==> config.mk <==
export PLATFORM = sky130hd
export DESIGN_NAME = overlay_config_loader_flat
export DESIGN_NICKNAME = d
export VERILOG_FILES = /design/src/rtl/overlay_config_loader_if.sv /design/src/rtl/overlay_config_loader.sv /design/src/flat_wrapper.sv
export SDC_FILE = /design/constraint.sdc
export NUM_CORES = 1
export LEC_CHECK = 0
export ABC_CLOCK_PERIOD_IN_PS = 6400
export BUFFER_PORTS_ARGS = -buffer_cell sky130_fd_sc_hd__buf_2
export CAP_MARGIN = 20
export CORE_MARGIN = 3
export CORE_UTILIZATION = 45
export CTS_BUF_LIST = sky130_fd_sc_hd__clkbuf_4 sky130_fd_sc_hd__clkbuf_8 sky130_fd_sc_hd__clkbuf_16
export DETAILED_ROUTE_END_ITERATION = 6
export GPL_TIMING_DRIVEN = 0
export PLACE_DENSITY = 0.77
export SYNTH_ARGS = -nofsm -noshare
export SYNTH_HDL_FRONTEND = slang
export SYNTH_SLANG_ARGS = --single-unit
==> constraint.sdc <==
create_clock -name clock -period 6.4 [get_ports clock]
set_input_delay 0.64 -clock clock [delete_from_list [all_inputs] [get_ports clock]]
set_output_delay 0.64 -clock clock [all_outputs]
set_load 0.02 [all_outputs]
==> src/rtl/overlay_config_loader_if.sv <==
`default_nettype none
// +--------------------------------------------------------------------------+
// | overlay_config_loader_if                                                 |
// | Byte-stream input and shift-chain/status outputs of the config loader.   |
// | Revision: 1.0                                                            |
// +--------------------------------------------------------------------------+
interface overlay_config_loader_if #(
  parameter int COUNT_WIDTH = 16
);
  logic                   start;
  logic                   byte_valid;
  logic [7:0]             byte_data;
  logic                   shift_enable;
  logic                   shift_data;
  logic                   busy;
  logic                   done;
  logic                   error;
  logic [COUNT_WIDTH-1:0] bits_loaded;

  modport master (
    output start, byte_valid, byte_data,
    input  shift_enable, shift_data, busy, done, error, bits_loaded
  );

  modport slave (
    input  start, byte_valid, byte_data,
    output shift_enable, shift_data, busy, done, error, bits_loaded
  );
endinterface
`default_nettype wire

==> src/rtl/overlay_config_loader.sv <==
`default_nettype none
// +--------------------------------------------------------------------------+
// | overlay_config_loader                                                    |
// | Shifts CHAIN_LENGTH bits, LSB-first from a byte stream, into the overlay |
// | configuration chain. CONFIG_CHECKSUM_EN adds a trailing sum-byte check.  |
// | Revision: 1.0                                                            |
// +--------------------------------------------------------------------------+
module overlay_config_loader #(
  parameter int CHAIN_LENGTH = 100,
  parameter int COUNT_WIDTH  = 16
) (
  input  logic                   clock,
  input  logic                   reset,
  overlay_config_loader_if.slave cfg
);

  localparam logic [COUNT_WIDTH-1:0] c_chain_length = COUNT_WIDTH'(CHAIN_LENGTH);

  typedef enum logic [2:0] {
    ST_IDLE      = 3'd0,
    ST_WAIT_BYTE = 3'd1,
    ST_SHIFT     = 3'd2,
`ifdef CONFIG_CHECKSUM_EN
    ST_CHECK     = 3'd3,
`endif
    ST_FINISH    = 3'd4
  } state_t;

  state_t                 r_state;
  logic [7:0]             r_shreg;
  logic [2:0]             r_idx;
  logic                   r_shift_enable;
  logic                   r_shift_data;
  logic                   r_busy;
  logic                   r_done;
  logic                   r_error;
  logic [COUNT_WIDTH-1:0] r_bits_loaded;
`ifdef CONFIG_CHECKSUM_EN
  logic [7:0]             r_sum;
`endif

  logic [COUNT_WIDTH-1:0] w_bits_next;

  // Saturating count of bits consumed by the chain, including this cycle's bit.
  assign w_bits_next = (r_bits_loaded == c_chain_length) ? r_bits_loaded
                                                         : r_bits_loaded + COUNT_WIDTH'(1);

  always_ff @(posedge clock or negedge reset) begin
    if (!reset) begin
      r_state        <= ST_IDLE;
      r_shreg        <= 8'h00;
      r_idx          <= 3'd0;
      r_shift_enable <= 1'b0;
      r_shift_data   <= 1'b0;
      r_busy         <= 1'b0;
      r_done         <= 1'b0;
      r_error        <= 1'b0;
      r_bits_loaded  <= '0;
`ifdef CONFIG_CHECKSUM_EN
      r_sum          <= 8'h00;
`endif
    end else begin
      case (r_state)
        ST_IDLE: begin
          if (cfg.start) begin
            r_busy        <= 1'b1;
            r_done        <= 1'b0;
            r_error       <= 1'b0;
            r_bits_loaded <= '0;
`ifdef CONFIG_CHECKSUM_EN
            r_sum         <= 8'h00;
`endif
            r_state       <= ST_WAIT_BYTE;
          end
        end

        ST_WAIT_BYTE: begin
          if (cfg.byte_valid) begin
            r_shreg        <= cfg.byte_data;
            r_idx          <= 3'd0;
            r_shift_enable <= 1'b1;
            r_shift_data   <= cfg.byte_data[0];
`ifdef CONFIG_CHECKSUM_EN
            r_sum          <= r_sum + cfg.byte_data;
`endif
            r_state        <= ST_SHIFT;
          end
        end

        ST_SHIFT: begin
          // The bit presented this cycle is taken by the chain at this edge.
          r_bits_loaded <= w_bits_next;
          r_idx         <= r_idx + 3'd1;
          r_shreg       <= {1'b0, r_shreg[7:1]};
          r_shift_data  <= r_shreg[1];
          if (cfg.byte_valid) begin
            r_shift_enable <= 1'b0;
            r_shift_data   <= 1'b0;
            r_error        <= 1'b1;
            r_state        <= ST_FINISH;
          end else if (w_bits_next == c_chain_length) begin
            r_shift_enable <= 1'b0;
            r_shift_data   <= 1'b0;
`ifdef CONFIG_CHECKSUM_EN
            r_state        <= ST_CHECK;
`else
            r_state        <= ST_FINISH;
`endif
          end else if (r_idx == 3'd7) begin
            r_shift_enable <= 1'b0;
            r_shift_data   <= 1'b0;
            r_state        <= ST_WAIT_BYTE;
          end
        end

`ifdef CONFIG_CHECKSUM_EN
        ST_CHECK: begin
          if (cfg.byte_valid) begin
            r_error <= (cfg.byte_data != r_sum);
            r_state <= ST_FINISH;
          end
        end
`endif

        ST_FINISH: begin
          r_busy  <= 1'b0;
          r_done  <= 1'b1;
          r_state <= ST_IDLE;
        end

        default: r_state <= ST_IDLE;
      endcase
    end
  end

  assign cfg.shift_enable = r_shift_enable;
  assign cfg.shift_data   = r_shift_data;
  assign cfg.busy         = r_busy;
  assign cfg.done         = r_done;
  assign cfg.error        = r_error;
  assign cfg.bits_loaded  = r_bits_loaded;

endmodule
`default_nettype wire

==> src/flat_wrapper.sv <==
// flat-port wrapper written by rule: the top's interface ports become plain ports
module overlay_config_loader_flat 
#(
  parameter int CHAIN_LENGTH = 100,
  parameter int COUNT_WIDTH  = 16
)
  (clock, reset, cfg_start, cfg_byte_valid, cfg_byte_data, cfg_shift_enable, cfg_shift_data, cfg_busy, cfg_done, cfg_error, cfg_bits_loaded);
  overlay_config_loader_if #(.COUNT_WIDTH(COUNT_WIDTH)) cfg_i ();
  input  logic clock;
  input  logic reset;
  input wire logic [$bits(cfg_i.start)-1:0] cfg_start;
  input wire logic [$bits(cfg_i.byte_valid)-1:0] cfg_byte_valid;
  input wire logic [$bits(cfg_i.byte_data)-1:0] cfg_byte_data;
  output wire logic [$bits(cfg_i.shift_enable)-1:0] cfg_shift_enable;
  output wire logic [$bits(cfg_i.shift_data)-1:0] cfg_shift_data;
  output wire logic [$bits(cfg_i.busy)-1:0] cfg_busy;
  output wire logic [$bits(cfg_i.done)-1:0] cfg_done;
  output wire logic [$bits(cfg_i.error)-1:0] cfg_error;
  output wire logic [$bits(cfg_i.bits_loaded)-1:0] cfg_bits_loaded;
  assign cfg_i.start = cfg_start;
  assign cfg_i.byte_valid = cfg_byte_valid;
  assign cfg_i.byte_data = cfg_byte_data;
  assign cfg_shift_enable = cfg_i.shift_enable;
  assign cfg_shift_data = cfg_i.shift_data;
  assign cfg_busy = cfg_i.busy;
  assign cfg_done = cfg_i.done;
  assign cfg_error = cfg_i.error;
  assign cfg_bits_loaded = cfg_i.bits_loaded;
  overlay_config_loader #(.CHAIN_LENGTH(CHAIN_LENGTH), .COUNT_WIDTH(COUNT_WIDTH)) u_core (.clock(clock), .reset(reset), .cfg(cfg_i));
endmodule
==> results of run 1 <==
## critical path, cell delays in order, from the launching register on
cell       delay (ns)
dfrtp_1          0.51
ha_1             0.21
buf_2            0.21
nand4_2          0.15
or3_1            0.45
nor3_2           0.18
a21oi_1          0.09
a2111oi_4        0.46
o21ai_1          0.13
## logic make-up (layout without fill, tap and decap cells)
family | Yosys count | in the layout
flip-flops | 34 | 34
AND/OR/NAND/NOR | 90 | 90
AO/OA/AOI/OAI | 72 | 72
multiplexers | 3 | 3
XOR/XNOR | 2 | 2
adder cells (fa/ha/maj) | 4 | 4
buffers and inverters | 21 | 60
## cell usage in the layout (no fill, tap or decap), types with 2 or more instances in the layout
| cell type | n |
|---|---|
| buf_2 | 37 |
| dfrtp_1 | 34 |
| nor2_1 | 29 |
| o21ai_0 | 27 |
| nand2_1 | 19 |
| a21oi_1 | 10 |
| nand3_1 | 8 |
| nand4_1 | 8 |
| o22ai_1 | 6 |
| clkbuf_8 | 6 |
| clkbuf_1 | 5 |
| a22o_1 | 5 |
| o31ai_1 | 5 |
| buf_4 | 4 |
| and3_1 | 4 |
| o21ai_1 | 4 |
| a31oi_1 | 4 |
| ha_1 | 4 |
| inv_1 | 3 |
| nor3_1 | 3 |
| mux2i_1 | 3 |
| nand3_2 | 2 |
| nand4b_1 | 2 |
| o211ai_1 | 2 |
| xnor2_1 | 2 |
| nor4_2 | 2 |
| o41ai_1 | 2 |
## worst max-delay path by stage
stage          depth (start not counted)  slack (ns)                      end                      start
5_1_grt                                8        3.67  u_core.cfg.shift_enable  u_core.cfg.bits_loaded[1]
3_3_place_gp                           9        3.90  u_core.cfg.shift_enable  u_core.cfg.bits_loaded[0]
2_1_floorplan                          8        4.09        u_core.r_state[0]  u_core.cfg.bits_loaded[1]
4_1_cts                                9        3.88    u_core.cfg.shift_data  u_core.cfg.bits_loaded[0]
6_report                               8        3.88  u_core.cfg.shift_enable  u_core.cfg.bits_loaded[1]
3_5_place_dp                           9        3.88    u_core.cfg.shift_data  u_core.cfg.bits_loaded[0]
## power groups by stage
stage                     Sequential (mW)  Combinational, mW  Clock, mW
after CTS                           0.305              0.273      0.209
after global placement              0.306              0.264          0
after floorplan                     0.320              0.175          0
final                               0.305              0.272      0.203
after detailed placement            0.308              0.272          0
after global routing                0.313              0.310      0.215
## flip-flops by register name, indices dropped and copies added, names as in the netlist
signal                   flops
u_core.cfg.bits_loaded      16
u_core.cfg.busy              1
u_core.cfg.done              1
u_core.cfg.error             1
u_core.cfg.shift_data        1
u_core.cfg.shift_enable      1
u_core.r_idx                 3
u_core.r_shreg               7
u_core.r_state               3
## cells in the mapped netlist (2+ instances only)
| cell | number | area [um2] |
|---|---|---|
| nand4_1 | 8 | 50.05 |
| o211ai_1 | 2 | 15.01 |
| nand3_2 | 2 | 20.02 |
| o41ai_1 | 2 | 17.52 |
| o21ai_0 | 27 | 135.1 |
| o21ai_1 | 4 | 20.02 |
| nor2_1 | 29 | 108.9 |
| nand2_1 | 19 | 71.32 |
| a31oi_1 | 4 | 25.02 |
| xnor2_1 | 2 | 17.52 |
| a21oi_1 | 10 | 50.05 |
| nor3_1 | 3 | 15.01 |
| o22ai_1 | 6 | 37.54 |
| dfrtp_1 | 34 | 850.8 |
| mux2i_1 | 3 | 30.03 |
| nor4_2 | 2 | 25.02 |
| inv_1 | 3 | 11.26 |
| o31ai_1 | 5 | 37.54 |
| ha_1 | 4 | 50.05 |
| a22o_1 | 5 | 43.79 |
| buf_4 | 4 | 30.03 |
| nand4b_1 | 2 | 17.52 |
| and3_1 | 4 | 25.02 |
| nand3_1 | 8 | 40.04 |
| buf_2 | 5 | 25.02 |
| clkbuf_1 | 5 | 18.77 |
## per-layer routing
layer	vias to the layer above	wire length [um]	global-route usage, %
li1	914	-	-
met1	939	2275	28.88
met2	68	2379	31.96
met3	2	316	4.408
met4	0	19	5.943
met5	-	0	0
## per-stage QoR
| step | instance area, um2 | setup slack [ns] |
|---|---|---|
| final | 2354 | 3.883 |
| after global routing | 2354 | 3.667 |
| after CTS | 2354 | 3.877 |
| after detailed placement | 2241 | 3.884 |
| after global placement | 2241 | 3.902 |
| after floorplan | 2018 | 4.094 |
## cell type report
| cell class | count | area [um2] | share of cell area, % |
|---|---|---|---|
| buffer | 17 | 93.84 | 3.987 |
| clock buffer | 6 | 82.58 | 3.509 |
| multi-input combinational | 171 | 1059 | 44.98 |
| timing repair buffer | 32 | 160.2 | 6.805 |
| inverter | 4 | 15.01 | 0.6380 |
| sequential | 34 | 850.8 | 36.15 |
| tap | 50 | 62.56 | 2.658 |
| clock inverter | 1 | 30.03 | 1.276 |
==> metrics, run 1 <==
Finish-stage setup viols 0; Post-Synthesis Cells 226; CP max FO 10; Post-Place Cells 308; Hold WC Path Type in2async; area grow syn2layout 16.62%; worst path required time 6.56 ns; total internal power 0.4865 mW; Ys Warns 0; WL/cell 15.84 um; Synth Area in Compound Gates 22.88%; Net Sw Frac 37.63%; Slew @ Worst Pin about 0.76 ns; largest family of logic cells by synthesized area simple AND/OR/NAND/NOR gates; count of pins over their slew limit 0; core area approximately 4200 um2; Site Rows 23; pin count of the biggest net entering global routing 35; Synth Flop Type dfrtp_1; final core utilization 56.40%; Mean Syn Cell Area 8.930 um2; count of input and output buffers 32; Hold Vio Cnt, Final 0; CTS clock-pin slew for the worst setup and hold paths roughly 0.070 ns; die area 5325 um2; First-pass DRT Iterations 5; total CTS buffers 5; PD cells between 300 and 400 nW/um2; vias per cell approximately 6.1; Comb pwr share 34.9%; antenna-violating nets left 0; first-pass GRT wire length 8590 um; maxcap violations 0; Final Instance Count excl. Fillers 315; Synth Cell Area 2018 um2; Synth Area in Adders 2.480%; R2R Setup Slk 3.88 ns; Fin Hold WS 0.4199 ns; XOR/XNOR Fraction of Synth Area 0.8679%; setup repair after global routing missed its margin false; switching power 0.2935 mW; antenna violations before repair 0; status completed; sum of net half-perimeters after detailed placement 3509 um; CTS root buffer clkbuf_8; Die Height 72.97 um; clk sinks 34; Final Power 0.7800 mW; clock skew 0.004549 ns; Starting Density 48.37%; WS Path Type reg2reg; Fillers 397; Reg power frac approximately 40%; Die X 72.97 um; vias in the first global route approximately 1800; Seq/Total Area, Yosys 42.16%; R2R Path Start u_core.cfg.bits_loaded[1]; crit share post-route 39.32%; Leak 1.059 nW; global route overflow 0; Worst slew margin 49.63%; RR Endpoint u_core.cfg.shift_enable; R2R depth 8; multiplexer share of the synthesized area 1.488%; syn nets 242; Clock Path Buffers 2; Post-synth ARST share 100.0%; Period minus WS final 2.517 ns; fmax 397.4 MHz; GRT Resource Usage Total 20.57%; clock tree from TritonCTS yes; final WL roughly 5000 um; Synth cell types 50; CTS resizes 0; Layout Nets 281; I/O pin cnt 33; hold-fix buffers at CTS 0; number of flops mapped to enable cells by yosys 0; post-synthesis register bit count 34; 1st-iter DRT viols around 260; share of cells above drive strength 1 around a quarter; clock power share 26.0%; DRC Markers 0; Setup crit start kind flip-flop; worst skew pair latency 0.29 ns; Setup crit end kind flip-flop; total setup buffers inserted after CTS 0; VDD IR max 0.2070 mV; htree depth 2; via count 1923; Post-Synth Simple-Gate Area approximately a quarter; critical path arrival 2.67 ns; GP Congestion 0.9465; Ant. Diodes 0; final setup TNS 0 ns
(Power assumes the default switching activity.)
==> run 2: changes to the inputs <==
--- a/config.mk
+++ b/config.mk
@@ -5,7 +5,7 @@
 export SDC_FILE = /design/constraint.sdc
 export NUM_CORES = 1
 export LEC_CHECK = 0
-export ABC_CLOCK_PERIOD_IN_PS = 6400
+export ABC_CLOCK_PERIOD_IN_PS = 2400
 export BUFFER_PORTS_ARGS = -buffer_cell sky130_fd_sc_hd__buf_2
 export CAP_MARGIN = 20
 export CORE_MARGIN = 3
==> constraint.sdc (replaced) <==
create_clock -name clock -period 2.4 [get_ports clock]
set_input_delay 0.24 -clock clock [delete_from_list [all_inputs] [get_ports clock]]
set_output_delay 0.24 -clock clock [all_outputs]
set_load 0.02 [all_outputs]
==> run 2 against run 1 <==
Net effect: non-clock buffer count is 7 higher; routed wire length is 4.7% higher; worst hold slack worse by 0.40 ns; sequential power grew to 2.7 times the previous value; register-to-register slack worse by 3.8 ns; via count is 2.0% higher; cell count is 2.2% higher; total power grew to 2.8 times the previous value; first-iteration DRC count is 8.2% lower; worst setup slack worse by 3.8 ns; sequential share of layout area is 1.6 points lower.
==> metrics, run 2 (same netlist as run 1, synthesis figures left out) <==
status completed; pin count of the biggest net entering global routing 35; clock power share roughly 25%; Comb pwr share 37.1%; most common cell after layout, fill and taps aside buf_2; max reg flops 16; final WL 5225 um; CTS clock-pin slew for the worst setup and hold paths 0.07 ns; Net Sw Frac 37.40%; critical path arrival between 2 and 2.5 ns; total CTS buffers 5; Period minus WS final 2.324 ns; multi-input logic area 1096 um2; CP max FO 6; switching power about 0.81 mW; worst skew pair latency 0.29 ns; via count 1962; hold-fix buffers at CTS 0; commonest non-fill, non-tap cells in the layout buf_2 (36), dfrtp_1 (33), nor2_1 (29); WS Path Type reg2reg; GP Congestion 0.9465; VDD IR max 0.5532 mV; vias in the first global route 1797; Ant. Diodes 0; vias per cell between 6 and 7; DP Worst Slack -0.1164 ns; Final Power around 2.2 mW; Hold WC Path Type in2async; maxcap violations 0; Leak roughly 1.1 nW; Die Height 72.97 um; GRT Resource Usage Total 20.60%; Slew @ Worst Pin 0.7622 ns; Site Rows 23; Starting Density 48.37%; count of pins over their slew limit 0; DRC Markers 0; Post-Place Cells 308; clock skew roughly 0.0066 ns; Setup crit start kind flip-flop; core area roughly 4200 um2; sum of net half-perimeters after detailed placement 3509 um; antenna violations before repair 0; final worst setup slack 0.07605 ns; Final Instance Count excl. Fillers 322; share of cells above drive strength 1 ~28%; Worst slew margin 49.19%; Clock Path Buffers 2; WL/cell 16.23 um; I/O pin cnt 33; Reg power frac 37.6%; final core utilization 59.07%; Setup crit end kind flip-flop; CTS root buffer clkbuf_8; htree depth 2; First-pass DRT Iterations 5; total internal power 1.350 mW; Layout Nets 288; fmax 430.3 MHz; clock tree from TritonCTS yes; worst path required time ~2.6 ns; die area about 5300 um2; Finish-stage setup viols 0; Fin Hold WS about 0.018 ns; 1st-iter DRT viols about 240; PD cells 874.6 nW/um2; count of input and output buffers 32; antenna-violating nets left 0; Die X 72.97 um; global route overflow 0; clk sinks 34; Hold Vio Cnt, Final 0; area grow syn2layout 22.13%; first-pass GRT wire length roughly 8600 um; total area of sequential cells 852.1 um2; crit share post-route 96.83%; Fillers 385
[run 2: area by class of cell]
type                    count  area share [%]
flip-flops and latches     34           34.57
multi-input cells         171           44.47
clock buffers               6           3.350
clock inverters             1           1.218
repair buffers             39           9.137
well taps                  50           2.538
inverters                   4          0.6091
plain buffers              17           4.112
[run 2: stage by stage]
stage | TNS [ns] | instance area (um2)
5_1_grt | -0.04498 | 2465
6_report | 0 | 2465
4_1_cts | 0 | 2370
2_1_floorplan | 0 | 2018
3_5_place_dp | -0.5058 | 2241
3_3_place_gp | -0.4211 | 2241
[run 2: power groups by stage]
stage | logic (mW) | clock network [mW] | registers (mW)
2_1_floorplan | 0.467 | 0 | 0.852
3_3_place_gp | 0.705 | 0 | 0.816
3_5_place_dp | 0.724 | 0 | 0.822
4_1_cts | 0.728 | 0.557 | 0.813
5_1_grt | 0.901 | 0.574 | 0.832
6_report | 0.799 | 0.545 | 0.811
[run 2: routing by layer]
metal / GRT usage (%) / vias up / routed length (um)
met5: 0 / - / 0
met4: 6.352 / 0 / 66
met3: 4.821 / 11 / 409
li1: - / 927 / -
met2: 31.86 / 103 / 2414
met1: 28.62 / 921 / 2334
[run 2: what timing repair did]
action                     in CTS  in global routing
pin swaps                       2                  3
resized for setup               1                 10
hold endpoints to repair        0                  0
buffers inserted                2                  5
setup endpoints to repair       5                  6
[run 2: path summary, 6_finish.rpt]
check | from | endpoint | slack (ns) | cells after the start
min in group clock | cfg_byte_data[1] | u_core.r_shreg[1] | 0.17 | 3
min | reset | u_core.cfg.bits_loaded[15] | 0.02 | 1
max reg2reg | u_core.cfg.bits_loaded[1] | u_core.r_state[1] | 0.08 | 10
max | u_core.cfg.bits_loaded[1] | u_core.r_state[1] | 0.08 | 10
min reg2reg | u_core.cfg.done | u_core.cfg.done | 0.50 | 1
max in group asynchronous | reset | u_core.cfg.bits_loaded[1] | 1.85 | 1
[run 2: worst max-delay path, cell delays in order, from the launching register on]
cell and delay (ns):
dfrtp_2 0.44, buf_12 0.14, inv_2 0.08, ha_4 0.13, nor4b_4 0.20, nand4_1 0.19
o32a_1 0.20, a211o_1 0.30, a2111oi_4 0.27, buf_4 0.19, o21ai_1 0.07
